### src/rtl/if_fetch_stage.sv
// Instruction fetch: owns the PC, drives IMEM word address, fills IF/ID.
// Optional perf counters enabled with `define FETCH_PERF_EN.
module if_fetch_stage #(
  parameter logic [31:0] RESET_PC = 32'h0000_0000,
  parameter int          PROG_LEN = 9,
  parameter logic [31:0] NOP_WORD = 32'h0000_0000
) (
  input  logic        clk,
  input  logic        reset,
  input  logic        stall,
  input  logic        redirect_valid,
  input  logic [31:0] redirect_target,
  input  logic [31:0] im_instruction,
  output logic [3:0]  im_address,
  output logic [31:0] if_instr,
  output logic [31:0] if_pc,
  output logic [31:0] if_pc_plus4,
  output logic        if_valid,
  output logic        halted
`ifdef FETCH_PERF_EN
  ,
  output logic [15:0] perf_fetch_count,
  output logic [15:0] perf_stall_count
`endif
);

  typedef enum logic [1:0] {
    FILL,
    RUN,
    HALT
  } state_t;

  state_t      state;
  logic [31:0] pc;
  logic [31:0] pc_nxt;
  logic [31:0] tgt;

  function automatic logic in_range(input logic [31:0] a);
    return (a >> 2) < 32'(PROG_LEN);
  endfunction

  assign pc_nxt     = pc + 32'd4;
  assign tgt        = redirect_target & ~32'h3;
  assign im_address = pc[5:2];

  always_ff @(posedge clk) begin
    if (reset) begin
      pc          <= RESET_PC;
      state       <= FILL;
      if_instr    <= NOP_WORD;
      if_pc       <= '0;
      if_pc_plus4 <= '0;
      if_valid    <= 1'b0;
      halted      <= 1'b0;
`ifdef FETCH_PERF_EN
      perf_fetch_count <= '0;
      perf_stall_count <= '0;
`endif
    end else if (redirect_valid) begin
      // flush keeps if_pc/if_pc_plus4 from the last real fetch
      pc       <= tgt;
      if_instr <= NOP_WORD;
      if_valid <= 1'b0;
      state    <= in_range(tgt) ? RUN : HALT;
      halted   <= !in_range(tgt);
    end else begin
      unique case (state)
        FILL: begin
          if_instr <= NOP_WORD;
          if_valid <= 1'b0;
          state    <= in_range(pc) ? RUN : HALT;
          halted   <= !in_range(pc);
        end
        RUN: begin
          if (stall) begin
`ifdef FETCH_PERF_EN
            if (perf_stall_count != 16'hFFFF)
              perf_stall_count <= perf_stall_count + 16'd1;
`endif
          end else begin
            if_instr    <= im_instruction;
            if_pc       <= pc;
            if_pc_plus4 <= pc_nxt;
            if_valid    <= 1'b1;
            pc          <= pc_nxt;
            if (!in_range(pc_nxt)) begin
              state  <= HALT;
              halted <= 1'b1;
            end
`ifdef FETCH_PERF_EN
            if (perf_fetch_count != 16'hFFFF)
              perf_fetch_count <= perf_fetch_count + 16'd1;
`endif
          end
        end
        HALT: begin
          if_instr <= NOP_WORD;
          if_valid <= 1'b0;
          halted   <= 1'b1;
        end
        default: begin
          state  <= HALT;
          halted <= 1'b1;
        end
      endcase
    end
  end

endmodule

### config.mk
export PLATFORM = sky130hd
export DESIGN_NAME = if_fetch_stage
export DESIGN_NICKNAME = d
export VERILOG_FILES = /design/src/rtl/if_fetch_stage.sv
export SDC_FILE = /design/constraint.sdc
export NUM_CORES = 1
export LEC_CHECK = 0
export BUFFER_PORTS_ARGS = -buffer_cell sky130_fd_sc_hd__buf_4
export CAP_MARGIN = 20
export CORE_UTILIZATION = 58
export CTS_BUF_LIST = sky130_fd_sc_hd__clkbuf_2
export DETAILED_ROUTE_END_ITERATION = 8
export GPL_TIMING_DRIVEN = 0
export PLACE_DENSITY = 0.88
export RECOVER_POWER = 100
export SYNTH_ARGS = -nofsm -noshare
export SYNTH_HDL_FRONTEND = slang
export SYNTH_SLANG_ARGS = --single-unit
export TNS_END_PERCENT = 30
### constraint.sdc
create_clock -name clk -period 5.2 [get_ports clk]
set_input_delay 0.52 -clock clk [delete_from_list [all_inputs] [get_ports clk]]
set_output_delay 0.52 -clock clk [all_outputs]
set_load 0.05 [all_outputs]
### Word-level counts from Yosys, hierarchy flattened

Cells that the tools add are included.

* bitwise logic cells: 2
* add/subtract/negate cells: 1
* equality and inequality tests: 7
* mux-type cells: 17
* reduce and logical (&&, ||, !) cells: 13
* $lt $le $gt $ge: 3

Operator list (count)
* $mux W32: 4
* $lt A30 B4 Y1 const B: 3
* $pmux W32 S2: 1
* $add A32 B3 Y32 const B: 1
* $mux W2: 5
* $reduce_and A2 Y1: 4
* $ne A3 B3 Y1 const B: 2
* $pmux W2 S3: 1
* $reduce_and A3 Y1: 2
* $mux W1: 4
* $ne A2 B2 Y1 const B: 2
* $pmux W1 S2: 2
* $reduce_bool A2 Y1: 2
* $reduce_or A2 Y1: 2
* $eq A2 B1 Y1 const B: 1
* $eq A2 B2 Y1 const B: 1
* $logic_not A1 Y1: 2
* $logic_not A2 Y1: 1
* $ne A2 B1 Y1 const B: 1
* $not A1 Y1: 2

* bits of input ports: 68
* output and inout port bits: 102
* register bits after elaboration: 132

### Longest topological paths before layout

* depth after elaboration: 6
* depth in mapped cells: 11

### Worst setup path before layout

No wires, ideal clock.

* path type: register to register
* start point: register pc[3]
* end point: register halted
* path slack: 2.208 ns
* data required time: 5.073 ns
* arrival time: 2.864 ns
* setup time: 0.127 ns
* clock period less this slack: 2.992 ns
* cell stages (with the launch flop): 11
* buffers on the path: 1
* path through: dfxtp_1 > ha_1 > buf_2 > nand4_2 > nor3_2 > nand3_1 > xnor2_1 > or4_1 > or4_4 > o211ai_2 > o2bb2ai_1

* word-level cells in the longest chain between the ends: 4
* elaborated cells on any way between the ends: 8
* classes of those cells: add/sub: 1; order compare: 2; eq/ne: 1; mux: 2; reduce/logical: 2

RTL lines
* start: declaration: line 34 `logic [31:0] pc;`
* start signal: assignment: line 61 `pc <= tgt;`
* start signal: assignment: line 85 `pc <= pc_nxt;`
* $add A32 B3 Y32 or $lt A30 B4 Y1 (tied branches): line 42, 39
* $lt A30 B4 Y1 or $logic_not A1 Y1 (tied branches): line 39, 72
* $ne A3 B3 Y1 (no source line) or $pmux W1 S2 (tied branches)
* $reduce_and A2 Y1 (no source line) or $mux W1 (tied branches)
* end signal: assignment: line 65 `halted <= !in_range(tgt);`
* end signal: assignment: line 72 `halted <= !in_range(pc);`
* end: declaration: line 19 `output logic halted`

Parallel ways exist; a longest one is shown, timed or not.
A chain may end at the register's enable or synchronous reset.

### Worst setup path after layout

Same ends and word-level chain as after synthesis.

==> results.toml <==
[power]
peakVddDrop_mv = 0.1575
power.density_nw_per_um2 = 254.7
p_leak_nw = 2.427

[timing]
setup_viol = 0
report.final.slew_viol_count = 0
finalSetupTns_ns = 0
rsz0062_at_grt = "no"
skew_ns = 0.03382
layout_worst_path_cycle_share = 0.8199
slew_headroom = 0.3003
hold_viol = 0
fin_crit_ns = 4.263
tightest_slew_ns = 1.042
fmax_ghz = 0.2346

[status]
status = "complete, no violations"

[placed_design]
dp.cells = 1071
gp_congestion = 0.9825
dpl_cell_area_um2 = 7232
dp_hpwl_um = 13880
port_buffers = 163

[logic_synthesis]
avgSynthCellArea_um2 = 7.553
synth_most_common_cell = "nand2_1"
ys_async_sr_fraction = 0
syn_area_um2 = 5831
syn_inst = 772
synth_edf_count = 0
yosys_warnings = 0
ys.flop_type = "dfxtp_1"
synth_commonest_cells = "nand2_1, dfxtp_1, a21oi_1, nor2_1, clkbuf_1"
seq_area_frac_synth = 0.4326
ys_seq_elements = 126
synth_cell_type_count = 50
synth.area.top_cells = "dfxtp_1, nand2_1, a21oi_1"
synth.largest_area_cell = "dfxtp_1"
yosys.area.top_type_share = 0.4326

[die]
die_h_um = 102.3
io_pins = 170
core_area_um2 = 9774
rows = 36
die_area_um2 = 10460
die_w_um = 102.3
initial_core_util = 0.5965

[critical_path]
cp_slowest_cell = "nor3_1"
cp_max_fo = 10
endpoint_kind = "flip-flop"
ff2ff_setup_slack_ns = 0.94
crit_path_start_kind = "flip-flop"
setup.worst_path.class = "reg -> reg"
cp_data_arrival_time_ns = 4.84
path_common_cell = "nand4_1"
critical_path.top_delay_family = "simple AND/OR/NAND/NOR gates"
slowest_delay_ns = 0.87
cp_cell_sequence = "ha_1 > clkbuf_1 > nand4_1 > nor3_1 > nand4_1 > xnor2_1 > or4_1 > or4_4 > o211ai_1 > o2bb2ai_1"
cp_num_buf_inv = 1
required_ns = 5.77

[grt]
grt_pass1_vias = 5959
grtUsageTotal = 0.3597
grt-ovfl-total = 0
grt_max_degree = 17
grt_pass1_wl_um = 28410
antenna_found_initial = 0

[finish]
area.sequential_um2 = 2522
layout.nets = 1031
drive_above_1_share = 0.1274
num-fill-cells = 900
finalNonFillerCells = 1106
diodes = 0
multi_input_area_um2 = 2909
finalInstanceArea_um2 = 7088
areaGrowthSynthToFinish_pct = 21.57

[flow_run]
drv_cap = 0

[detailed_routing]
firstDrtPassIters = 6
drc_errors = 0
drt-initial-drc-count = 485
ant_nets = 0
vias_per_cell = 5.760
vias = 6371
wirelength_um = 18530
detail_route.wl_per_cell_um = 16.75

[min_path]
hp-class = "in -> reg"

[cts]
cts_tree = "done"
htree_num_levels = 4
postCtsSetupBuffers = 0
cts_resized = 0
clk_path_buf_depth = 2
clock-sinks = 126
cts_buffers = 17
clk_latency_ns = 0.70
clkTransAtPathRegs_ns = 0.21
cts-root-buf = "clkbuf_2"
## cell type report
class | instances | share of cell area
sequential | 126 | 0.3559
multi-input combinational | 561 | 0.4104
inverter | 5 | 0.002648
clock inverter | 14 | 0.02012
buffer | 83 | 0.04978
tap | 133 | 0.02348
clock buffer | 18 | 0.01271
timing repair buffer | 166 | 0.1250
## cell families (layout without fill, tap and decap cells)
group,count (synthesis),in the layout,synth area share
xor+xnor,32,32,0.04807
fa+ha+maj,3,3,0.006438
mux,4,4,0.006867
flops,126,126,0.4326
buf+inv,88,286,0.06438
other cells,1,4,0.0006432
simple gates,346,346,0.2723
compound gates,172,172,0.1687
## report_power, final
group / switching, W / total [W] / internal, W
combinational: 0.000124 / 0.000207 / 0.0000824
clock: 0.000386 / 0.000608 / 0.000222
sequential: 0.00000976 / 0.000991 / 0.000981
total: 0.000520 / 0.00181 / 0.00129
## worst reg2reg max path: cells and delay by family, from the launching register on
family                     cells  cell delay [ns]
DFF                            1             0.60
and+or+nand+nor                5             2.51
adders and majority gates      1             0.23
xor gates and xnor gates       1             0.21
buffers and inverters          1             0.26
AOI/OAI and AO/OA              2             0.36
## sequential cells by signal, indices dropped and copies added, names as in the netlist
signal       count
state            2
halted           1
pc              30
if_pc           30
if_instr        32
if_valid         1
if_pc_plus4     30
## path summary, 6_finish.rpt
path / start / to / depth (start not counted)
worst max-delay path: pc[3] / halted / 10
worst min-delay path: im_instruction[23] / if_instr[23] / 3
worst max register to register: pc[3] / halted / 10
worst min register to register: if_pc[20] / if_pc[20] / 2
## cell usage in the layout (no fill, tap or decap), types with 4 or more instances in the layout
master / instances
xor2_1: 12
nor2_1: 62
a221oi_1: 6
o21ai_0: 13
nor4_1: 15
a21oi_1: 118
clkinv_2: 4
or2_2: 7
buf_2: 9
nand4_1: 15
buf_4: 73
nor3_1: 16
a31oi_1: 4
a211oi_1: 15
clkbuf_1: 158
inv_1: 5
nand3_1: 45
buf_1: 6
nand2b_1: 7
nand2_1: 160
conb_1: 4
xnor2_1: 20
mux2i_1: 4
dfxtp_1: 126
a222oi_1: 4
clkbuf_2: 18
## timing repair
action | 4_1_cts | 5_1_grt
endpoints found under the hold margin | 0 | 3
setup endpoints to repair | 0 | 0
hold buffers | 0 | 3
## through the flow
step                utilization  hold slack (ns)  power [W]  setup WS, ns
floorplan                     -           0.4821   0.001126         2.208
global placement         0.7399           0.4444   0.001208         1.729
detailed placement       0.7399           0.4489   0.001211         1.646
CTS                      0.7637          0.01719   0.001798         1.651
global route             0.7252         0.002248   0.001867        0.7353
finish                   0.7252          0.03044   0.001805        0.9365
## layer usage
metal / global-route usage / routed length (um) / vias to the layer above
li1: - / - / 3003
met1: 0.4137 / 6980 / 2909
met2: 0.5953 / 8753 / 384
met3: 0.1135 / 2065 / 75
met4: 0.1967 / 729 / 0
met5: 0 / 0 / -
(Power assumes the default switching activity.)
